--- src/rtl/pwm_duty_decoder.sv ---
// rtl/pwm_duty_decoder.sv - measures PWM high time per period, flags period errors and stuck inputs
module pwm_duty_decoder #(
   parameter int PERIOD_CLKS = 100,
   parameter int PERIOD_TOL  = 1
) (
   input  logic       clk,
   input  logic       rst_n,
   input  logic       PWM_IN,
   output logic [7:0] DUTY_CYCLE,
   output logic       DUTY_VALID,
   output logic       PERIOD_ERR,
   output logic       LOCKED
);

   typedef enum logic [1:0] {IDLE, MEASURE, STUCK} state_t;

   localparam logic [8:0] PERIOD_C = 9'(PERIOD_CLKS);
   localparam logic [8:0] STUCK_C  = 9'(2 * PERIOD_CLKS);
   localparam logic [8:0] TOL_C    = 9'(PERIOD_TOL);
   localparam logic [8:0] CNT_MAX  = 9'h1ff;

   state_t     state;
   logic       sync1, s, s_d;
   logic       rise;
   logic [8:0] period_cnt, high_cnt;
   logic [8:0] period_nxt, high_nxt;
   logic [8:0] diff_abs;
   logic       in_tol;
   logic [7:0] duty_sat, stuck_duty;

   assign rise = s & ~s_d;

   always_comb begin
      period_nxt = (period_cnt == CNT_MAX) ? period_cnt : period_cnt + 9'd1;
      high_nxt   = (high_cnt == CNT_MAX || !s) ? high_cnt : high_cnt + 9'd1;
      if (period_cnt >= PERIOD_C)
         diff_abs = period_cnt - PERIOD_C;
      else
         diff_abs = PERIOD_C - period_cnt;
      in_tol     = (diff_abs <= TOL_C);
      duty_sat   = (high_cnt > 9'd255) ? 8'hff : high_cnt[7:0];
      // A stuck-high line reads as a full period of high time.
      stuck_duty = s ? 8'(PERIOD_CLKS) : 8'd0;
   end

   always_ff @(posedge clk or negedge rst_n) begin
      if (!rst_n) begin
         state      <= IDLE;
         sync1      <= 1'b0;
         s          <= 1'b0;
         s_d        <= 1'b0;
         period_cnt <= 9'd0;
         high_cnt   <= 9'd0;
         DUTY_CYCLE <= 8'd0;
         DUTY_VALID <= 1'b0;
         PERIOD_ERR <= 1'b0;
         LOCKED     <= 1'b0;
      end else begin
         sync1      <= PWM_IN;
         s          <= sync1;
         s_d        <= s;
         DUTY_VALID <= 1'b0;
         PERIOD_ERR <= 1'b0;

         if (rise) begin
            period_cnt <= 9'd1;
            high_cnt   <= 9'd1;
         end else begin
            period_cnt <= period_nxt;
            high_cnt   <= high_nxt;
         end

         case (state)
            IDLE, MEASURE: begin
               if (rise) begin
                  // The first rise out of IDLE only opens a measurement window.
                  if (state == MEASURE) begin
                     if (in_tol) begin
                        DUTY_CYCLE <= duty_sat;
                        DUTY_VALID <= 1'b1;
                        LOCKED     <= 1'b1;
                     end else begin
                        PERIOD_ERR <= 1'b1;
                        LOCKED     <= 1'b0;
                     end
                  end
                  state <= MEASURE;
               end else if (period_cnt >= STUCK_C) begin
                  DUTY_CYCLE <= stuck_duty;
                  DUTY_VALID <= 1'b1;
                  LOCKED     <= 1'b0;
                  period_cnt <= 9'd1;
                  state      <= STUCK;
               end
            end
            STUCK: begin
               if (rise) begin
                  state <= MEASURE;
               end else if (period_cnt >= PERIOD_C) begin
                  DUTY_VALID <= 1'b1;
                  period_cnt <= 9'd1;
               end
            end
            default: state <= IDLE;
         endcase
      end
   end

endmodule
--- config.mk ---
export PLATFORM = sky130hd
export DESIGN_NAME = pwm_duty_decoder
export DESIGN_NICKNAME = d
export VERILOG_FILES = /design/src/rtl/pwm_duty_decoder.sv
export SDC_FILE = /design/constraint.sdc
export NUM_CORES = 1
export LEC_CHECK = 0
export BUFFER_PORTS_ARGS = -buffer_cell sky130_fd_sc_hd__buf_2
export CAP_MARGIN = 5
export CORE_ASPECT_RATIO = 1.75
export CORE_MARGIN = 2
export CORE_UTILIZATION = 40
export CTS_BUF_LIST = sky130_fd_sc_hd__clkbuf_8
export CTS_CLUSTER_SIZE = 10
export DETAILED_ROUTE_END_ITERATION = 8
export GPL_ROUTABILITY_DRIVEN = 1
export PLACE_DENSITY_LB_ADDON = 0.3
export SYNTH_ARGS = -nofsm -noshare
export SYNTH_HDL_FRONTEND = slang
export SYNTH_SLANG_ARGS = --single-unit
--- constraint.sdc ---
create_clock -name clk -period 7.9 [get_ports clk]
set_clock_uncertainty 0.2 [all_clocks]
set_input_delay 0.395 -clock clk [delete_from_list [all_inputs] [get_ports clk]]
set_output_delay 0.395 -clock clk [all_outputs]
set_load 0.03 [all_outputs]
==> results.md <==
- DRT Wirelength: 4.76 mm
- Final net count: 253
- Via-to-Cell Ratio: 5.86
- Vias in the first global route: 1,793
- Part of the power in registers: 39.2%
- Worst-path clk slew: 0.07 ns
- #FFs+latches synth: 34
- Largest net degree at the start of global routing: 35
- Later-pin clock latency in the skew report: 0.29 ns
- Avg Cell Area, Syn: 9.30 um^2
- Final period util: 40.7%
- # port buffers: 13
- Violation count after the first detailed-route iteration: 65
- Critical Path RT: 7.88 ns
- RSZ-0062 raised after global routing: no
- DP Area: 2210 um^2
- Worst-margin pin slew: 0.858 ns
- First-pass GRT wire length: 8.16 mm
- CP Capture Type: register
- Post-DRT Antenna Nets: 0
- Mapped Nets: 243
- Overall Global Routing Usage: 17.9%
- R2R Setup Slk: 4.68 ns
- Switching share of power: 39.5%
- Highest metal used: met4
- TritonCTS clock tree: done
- DR WL met3: 129 um
- Synth warn: 0
- 1st-pass router iterations: 4
- CP Data Arrival Time: 3.20 ns
- Switching Power: 0.219 mW
- Dpl hpwl: 3.52 mm
- Post-CTS setup buffer count: 0
- Die Span Y: 101 um
- Design Power: 0.554 mW
- Vias: 1,734
- Cell Int Power: 0.335 mW
- Core ar.: 5210 um^2
- Routed wl met2: 2.53 mm
- Final hold violation count: 34
- Number of hold buffers added after cts: 0
- Hold WC Path Type: primary input to asynchronous set/reset pin
- Starting density of the core: 41.0%
- Io pins: 14
- Most frequent cells in the layout: dfrtp_1 (34), nor2_1 (26), nand2_1 (19)
- Drt wl/cell: 16.1 um
- Relative slew margins: 42.6%
- Failing checks: negative hold slack
- Post-Syn Instances: 230
- Die ar.: 5970 um^2
- VDD IR-drop max: 80.5 uV
- Final Setup Violations: 0
- Main flop type after synthesis: dfrtp_1
- Startpoint type of the worst setup path: register
- Final cell count without fillers: 296
- Synth async-reset ratio: 100%
- Synthesized cell area: 2140 um^2
- Reg-to-Reg Start: period_cnt[3]
- Fin area: 2310 um^2
- Clock network power share: 24.5%
- Run status: finished with violations
- Number of synthesized flops with an enable pin: 0
- Crit path kind: register to register
- Distinct cells, synth: 55
- R2r worst-path depth: 9
- H-Tree Depth: 2
- Num CTS Buffers: 5
- Lkg Pwr: 1.02 nW
- Layout cell share with drive strength beyond 1: 14.9%
- Most common cell after layout, fill and taps aside: dfrtp_1
- Total negative slack: 0 ns
- Final min period: 3.22 ns
- CTS Sinks: 34
- CP Max Fanout: 8
- Overflow after GRT: 0
- Die width: 59.3 um
- Seq/Total Area, Yosys: 39.8%
- Routability Congestion: 0.876
- Root Driver: clkbuf_8
- Slew Viols, Final: 0
- DRC viols: 0
- Placed instance count: 288
- Cts repair resizes: 0
- Final hold slack: -0.0277 ns
- Inserted Diodes: 0
- Max Cap Viol: 0
- R2R Path End: DUTY_CYCLE[6]
- Gate power share: 36.4%
- Site Rows: 35
- WL met1: 1.85 mm
- Power per cell area: 240 nW/um^2
- Area growth from synthesis to layout: 7.90%
- Clock Path Buffers: 2
- Initial antenna violation count: 0
- Max frequency: 311 MHz
through the flow:
step                      utilization (%)  worst slack, ns
after floorplan                         -             4.90
after global placement               42.4             4.80
after detailed placement             42.4             4.71
after CTS                            44.3             4.66
after global routing                 44.3             4.47
final                                44.3             4.68
worst max-delay path, cell delays in order (launching register included):
cell	delay (ns)
dfrtp_1	0.44
inv_1	0.22
ha_1	0.23
or4b_4	0.54
a2111oi_2	0.38
nor3_1	0.10
o211ai_2	0.20
nand4b_1	0.18
o32ai_4	0.28
mux2_4	0.33
routing by layer:
metal  up-vias  global-route usage [%]
met5         -                       0
met3        20                    3.47
met4         0                    11.2
met2        39                    32.0
met1       829                    17.9
li1        846                       -
worst max path at each step:
| stage | from | endpoint | cells past startpoint | slack [ns] |
|---|---|---|---|---|
| floorplan | period_cnt[3] | DUTY_CYCLE[6] | 10 | 4.90 |
| global placement | period_cnt[3] | DUTY_CYCLE[6] | 9 | 4.80 |
| detailed placement | period_cnt[3] | DUTY_CYCLE[6] | 9 | 4.71 |
| CTS | period_cnt[3] | DUTY_CYCLE[6] | 9 | 4.66 |
| global route | period_cnt[3] | DUTY_CYCLE[6] | 9 | 4.47 |
| finish | period_cnt[3] | DUTY_CYCLE[6] | 9 | 4.68 |
flip-flops by register name, indices dropped and copies added (netlist names):
signal,flops
DUTY_CYCLE,8
s_d,1
DUTY_VALID,1
LOCKED,1
s,1
state,2
high_cnt,9
sync1,1
period_cnt,9
PERIOD_ERR,1
cell usage after synthesis (3+ instances only):
library cell  number  area share (%)
dfrtp_1           34              40
nor2_1            26             4.6
nand2_1           19             3.3
inv_1             17             3.0
a21oi_1           15             3.5
ha_1              10             5.9
nor3_1            10             2.3
nand4_1            7             2.0
o21ai_0            7             1.6
clkbuf_1           6             1.1
xor2_1             6             2.5
nand3_1            5             1.2
o22ai_1            5             1.5
xnor2_1            5             2.0
a31oi_1            4             1.2
and3_1             4             1.2
buf_6              3             1.6
area by class of cell:
cell class / count / area [um^2]
multi-input combinational: 169 / 1160
fill: 507 / 2900
timing repair buffer: 13 / 65.1
clock inverter: 2 / 12.5
sequential: 34 / 851
tap: 55 / 68.8
clock buffer: 6 / 82.6
inverter: 17 / 63.8
power groups by stage:
stage / Sequential [mW] / Combinational, mW / Clock, mW
floorplan: 0.214 / 0.162 / 0
global placement: 0.218 / 0.197 / 0
detailed placement: 0.220 / 0.199 / 0
CTS: 0.216 / 0.202 / 0.140
global route: 0.221 / 0.228 / 0.147
finish: 0.217 / 0.202 / 0.136
kinds of logic (layout without fill, tap and decap cells):
| group | after synthesis | count (layout) | synth area share (%) |
|---|---|---|---|
| buf+inv | 27 | 38 | 5.79 |
| fa+ha+maj | 10 | 10 | 5.85 |
| flops | 34 | 34 | 39.8 |
| mux | 4 | 4 | 2.16 |
| xor+xnor | 11 | 11 | 4.51 |
| compound gates | 58 | 58 | 20.9 |
| simple gates | 86 | 86 | 20.9 |
(Power assumes the default switching activity.)
